File: src/rtl/bridge_rx_burst.sv
// bridge_rx_burst: parses an ASCII hex byte stream into bus reads, writes and counted burst reads.
module bridge_rx_burst #(
    parameter int ADDR_WIDTH  = 16,
    parameter int DATA_WIDTH  = 16,
    parameter int BURST_WIDTH = 8
) (
    input  logic                  clk,
    input  logic                  rst,
    input  logic [7:0]            data_i,
    input  logic                  valid_i,
    output logic [ADDR_WIDTH-1:0] addr_o,
    output logic [DATA_WIDTH-1:0] data_o,
    output logic                  rw_o,
    output logic                  valid_o,
    output logic                  busy_o,
    output logic                  err_o
);
    localparam int AD = ADDR_WIDTH / 4;
    localparam int DD = DATA_WIDTH / 4;
    localparam int BD = BURST_WIDTH / 4;
    localparam int MD = AD > DD ? (AD > BD ? AD : BD) : (DD > BD ? DD : BD);
    localparam int CW = $clog2(MD + 1);
    typedef enum logic [2:0] {IDLE, ADDR, DATA, COUNT, EOL, BURST} state_t;
    typedef enum logic [1:0] {CMD_R, CMD_W, CMD_B} cmd_t;
    state_t                 state_q;
    cmd_t                   cmd_q;
    logic [CW-1:0]          dig_q;
    logic [ADDR_WIDTH-1:0]  addr_q, addr_out_q;
    logic [DATA_WIDTH-1:0]  data_q, data_out_q;
    logic [BURST_WIDTH-1:0] cnt_q, rem_q;
    logic                   rw_q, valid_q, busy_q, err_q;
    logic                   dec_d, up_d, lo_d, hex_d, eol_d, cmd_ok_d, last_d;
    logic [3:0]             nib_d;
    cmd_t                   cmd_d;
    state_t                 next_d;
    always_comb begin
        dec_d    = data_i >= 8'h30 && data_i <= 8'h39;
        up_d     = data_i >= 8'h41 && data_i <= 8'h46;
        lo_d     = data_i >= 8'h61 && data_i <= 8'h66;
        hex_d    = dec_d || up_d || lo_d;
        nib_d    = (up_d || lo_d) ? data_i[3:0] + 4'd9 : data_i[3:0];
        eol_d    = data_i == 8'h0D || data_i == 8'h0A;
        cmd_ok_d = data_i == "R" || data_i == "W" || data_i == "B";
        cmd_d    = data_i == "W" ? CMD_W : data_i == "B" ? CMD_B : CMD_R;
        last_d   = state_q == ADDR ? dig_q == CW'(AD - 1) :
                   state_q == DATA ? dig_q == CW'(DD - 1) : dig_q == CW'(BD - 1);
        next_d   = state_q != ADDR ? EOL : cmd_q == CMD_W ? DATA : cmd_q == CMD_B ? COUNT : EOL;
    end
    always_ff @(posedge clk or posedge rst) begin
        if (rst) begin
            state_q    <= IDLE;
            cmd_q      <= CMD_R;
            dig_q      <= '0;
            addr_q     <= '0;
            data_q     <= '0;
            cnt_q      <= '0;
            rem_q      <= '0;
            addr_out_q <= '0;
            data_out_q <= '0;
            rw_q       <= 1'b0;
            valid_q    <= 1'b0;
            busy_q     <= 1'b0;
            err_q      <= 1'b0;
        end else begin
            valid_q <= 1'b0;
            err_q   <= 1'b0;
            case (state_q)
                IDLE: if (valid_i) begin
                    if (cmd_ok_d) begin
                        cmd_q   <= cmd_d;
                        state_q <= ADDR;
                        dig_q   <= '0;
                        addr_q  <= '0;
                        data_q  <= '0;
                        cnt_q   <= '0;
                    end else if (!eol_d) begin
                        err_q <= 1'b1;
                    end
                end
                ADDR, DATA, COUNT: if (valid_i) begin
                    if (!hex_d) begin
                        err_q   <= 1'b1;
                        state_q <= IDLE;
                    end else begin
                        dig_q <= last_d ? '0 : dig_q + CW'(1);
                        if (state_q == ADDR) addr_q <= (addr_q << 4) | ADDR_WIDTH'(nib_d);
                        if (state_q == DATA) data_q <= (data_q << 4) | DATA_WIDTH'(nib_d);
                        if (state_q == COUNT) cnt_q <= (cnt_q << 4) | BURST_WIDTH'(nib_d);
                        if (last_d) state_q <= next_d;
                    end
                end
                EOL: if (valid_i) begin
                    state_q <= IDLE;
                    if (!eol_d || (cmd_q == CMD_B && cnt_q == '0)) begin
                        err_q <= 1'b1;
                    end else begin
                        valid_q    <= 1'b1;
                        addr_out_q <= addr_q;
                        rw_q       <= cmd_q == CMD_W;
                        data_out_q <= cmd_q == CMD_W ? data_q : '0;
                        if (cmd_q == CMD_B) begin
                            busy_q  <= 1'b1;
                            rem_q   <= cnt_q - BURST_WIDTH'(1);
                            state_q <= BURST;
                        end
                    end
                end
                BURST: begin
                    err_q <= valid_i;
                    if (rem_q == '0) begin
                        busy_q  <= 1'b0;
                        state_q <= IDLE;
                    end else begin
                        valid_q    <= 1'b1;
                        addr_out_q <= addr_out_q + ADDR_WIDTH'(1);
                        rem_q      <= rem_q - BURST_WIDTH'(1);
                    end
                end
                default: state_q <= IDLE;
            endcase
        end
    end
    assign addr_o  = addr_out_q;
    assign data_o  = data_out_q;
    assign rw_o    = rw_q;
    assign valid_o = valid_q;
    assign busy_o  = busy_q;
    assign err_o   = err_q;
endmodule
File: config.mk
export PLATFORM = sky130hd
export DESIGN_NAME = bridge_rx_burst
export DESIGN_NICKNAME = d
export VERILOG_FILES = /design/src/rtl/bridge_rx_burst.sv
export SDC_FILE = /design/constraint.sdc
export NUM_CORES = 1
export LEC_CHECK = 0
export CAP_MARGIN = 40
export CORE_ASPECT_RATIO = 1.5
export CORE_MARGIN = 2
export CORE_UTILIZATION = 39
export DETAILED_ROUTE_END_ITERATION = 7
export PLACE_DENSITY = 0.55
export SYNTH_ARGS = -nofsm -noshare
export SYNTH_HDL_FRONTEND = slang
export SYNTH_SLANG_ARGS = --single-unit
File: constraint.sdc
create_clock -name clk -period 4.7 [get_ports clk]
set_input_delay 0.94 -clock clk [delete_from_list [all_inputs] [get_ports clk]]
set_output_delay 0.94 -clock clk [all_outputs]
set_load 0.01 [all_outputs]
==> out/metrics.csv <==
metric,value,unit
status,"finished, final reports clean",
design.die.area,0.0140,mm2
fin_worst_skew,0.00716,ns
crit_slowest_cell,a211o_1,
gp_congestion,0.832,
die_h,144,um
worst_pin_slew,0.804,ns
critPathRequiredTime,4.92,ns
insertion_delay,0.34,ns
io_pins,47,
fp-row-count,51,
cp-start-kind,primary input,
setup_viol,0,
via_per_inst,5.63,
clkSlewWorstSetupHoldPaths,0.06,ns
synthDistinctLibCells,73,
setup-tns-final,0,ns
critPathTopFamily,simple AND/OR/NAND/NOR gates,
num_antenna_cells,0,
timing.hold.ws,0.477,ns
wirelength,12.8,mm
synth_commonest_cells,"dfrtp_1 (92), nand2_1 (72), o21ai_0 (35)",
yosysWarnings,0,
drc,0,
synth_top_area_frac,0.453,
leakagePower,2.68,nW
final_max_slew_viol_count,0,
synth_area_leaders,"dfrtp_1 (45%), nand2_1 (5.3%), mux2i_1 (4.3%), mux2_1 (3.5%), o21ai_0 (3.4%)",
slowest_delay,0.69,ns
finalInstanceArea,0.00604,mm2
rsz0062_at_grt,false,
yosys.cell_count.top_type,dfrtp_1,
fin_util,0.471,
vias,4113,
grt.total_usage,0.189,
crit_fanout,16,
synthCells,530,
fin_crit_sh,0.762,
hold_viol,0,
antenna_found_initial,0,
cts.sinks,92,
cp.arrival,3.80,ns
grt_pass1_wl,21.3,mm
drt_iter0_markers,191,
path_buf_inv,2,
path_class,in -> reg,
cts-root-buf,clkbuf_16,
hpwlAfterDp,9.20,mm
hold_path.class,reg -> reg,
seq_area_frac_synth,0.453,
ctsResizeCount,0,
syn_area_per_cell,9.59,um2
first_pass_iters,5,
synth_edf_count,0,
initial_core_util,0.396,
crit_path_end_kind,register,
grt_pass1_vias,4195,
yosysTopAreaCell,dfrtp_1,
hold_buffers,0,
fp.dieW,97.2,um
core_area,0.0128,mm2
grt_max_degree,43,
relSlewSlack,0.464,
area_delta_synth_final,18.9,%
place.port_buffers,46,
max-cap-violations,0,
cts_tree,done,
ys_ff_latch,92,
h-tree-depth,3,
power.total,2.38,mW
nNetsFinal,589,
fin_crit,3.58,ns
fmax,279,MHz
crit_chain,clkdlybuf4s50_1 -> inv_1 -> ha_1 -> or3b_1 -> and3_2 -> nor2_2 -> a211o_1 -> mux2_1,
clockBufferDepth,2,
netlist_area,0.00508,mm2
post_dp_cell_area,0.00568,mm2
async_flop_share,1.00,
grt_overflow,0,
p_per_area,394,mW/mm2
nFillCells,1221,
drtAntennaViolNets,0,
cts_buffers,9,
peakVddDrop,205,uV
synth_nets,552,
ys.flop_type,dfrtp_1,
cts_setup_buffers,0,
wire_per_inst,17.5,um
drive_gt1_frac,0.0963,
[placed cells by master, fill, tap and decap left out, types with 3 or more instances in the layout]
cell type | Yosys | layout
o31ai_1 | 4 | 4
mux2_4 | 5 | 5
a22oi_1 | 3 | 3
clkdlybuf4s50_1 | 0 | 46
ha_1 | 11 | 11
or3_1 | 3 | 3
o22a_1 | 5 | 5
mux2_1 | 16 | 16
nand2_1 | 72 | 72
a21oi_1 | 26 | 26
nor3_1 | 16 | 16
a31oi_1 | 10 | 10
dfrtp_1 | 92 | 92
nand3_1 | 15 | 15
nand4_1 | 6 | 6
nor2_1 | 32 | 32
o22ai_1 | 6 | 6
or4_1 | 6 | 6
a211o_1 | 3 | 3
o211a_1 | 3 | 3
mux2i_1 | 22 | 22
bufinv_16 | 0 | 4
and3_1 | 4 | 4
buf_4 | 0 | 8
a2bb2oi_1 | 6 | 6
inv_1 | 32 | 31
clkbuf_16 | 0 | 9
a211oi_1 | 3 | 3
o21ai_0 | 35 | 35
nand2b_1 | 4 | 4
mux2_2 | 7 | 7
and4_1 | 4 | 4
[registers in the layout (all words and copies together), names as in the netlist]
name and flops:
state_q 3, cnt_q 8, dig_q 3, rem_q 8
data_o 16, addr_o 16, busy_o 1, rw_o 1
addr_q 16, data_q 16, valid_o 1, cmd_q 2
err_o 1
[final cells by class]
| class | count | area (um2) | share of cell area |
|---|---|---|---|
| Timing Repair Buffer | 55 | 541 | 0.0895 |
| Clock buffer | 9 | 225 | 0.0373 |
| Multi-Input combinational cell | 376 | 2510 | 0.416 |
| Clock inverter | 6 | 138 | 0.0228 |
| Sequential cell | 92 | 2300 | 0.381 |
| Tap cell | 159 | 199 | 0.0329 |
| Inverter | 33 | 125 | 0.0207 |
[per-layer routing]
metal,vias to the layer above,global-route usage,routed length [um]
met5,-,0,0
met4,0,0.0801,310
met3,21,0.0224,293
met2,72,0.345,6600
met1,2030,0.225,5600
li1,1990,-,-
[worst register-to-register path, stage by stage, from the launching register on]
cell	delay, ns
dfrtp_1	0.55
and3b_1	0.70
mux2i_1	0.29
ha_1	0.29
or3b_2	0.50
or4_1	0.47
o21ai_0	0.14
o32ai_1	0.11
nor4_1	0.23
[stage by stage]
stage                     setup slack (ns)  cells
after floorplan                       1.37    530
after global placement               0.885    714
after detailed placement             0.772    715
after CTS                             1.12    730
after global routing                 0.938    730
final                                 1.12    730
[report_power, final]
group	switching (mW)	internal [mW]	total (mW)
Clock	0.314	0.573	0.886
Combinational	0.220	0.208	0.427
Sequential	0.136	0.931	1.07
[logic make-up (layout without fill, tap and decap cells)]
family,after synthesis,count (layout),share of synthesized area
AND/OR/NAND/NOR,184,184,0.180
AO/OA/AOI/OAI,129,129,0.174
flip-flops,92,92,0.453
buffers and inverters,62,103,0.0529
multiplexers,50,50,0.109
adder cells (fa/ha/maj),11,11,0.0271
XOR/XNOR,2,2,0.00345
[worst paths after layout]
check	startpoint	endpoint	slack [ns]	cells past startpoint
setup / recovery	data_i[1]	data_q[2]	1.12	8
hold / removal	data_o[8]	data_o[8]	0.48	2
setup reg to reg	state_q[1]	rem_q[6]	1.32	8
hold reg to reg	data_o[8]	data_o[8]	0.48	2
max in group asynchronous	rst	addr_o[11]	2.97	4
min in group asynchronous	rst	data_o[0]	0.88	2
No activity file was read; power rests on OpenSTA's default activity.
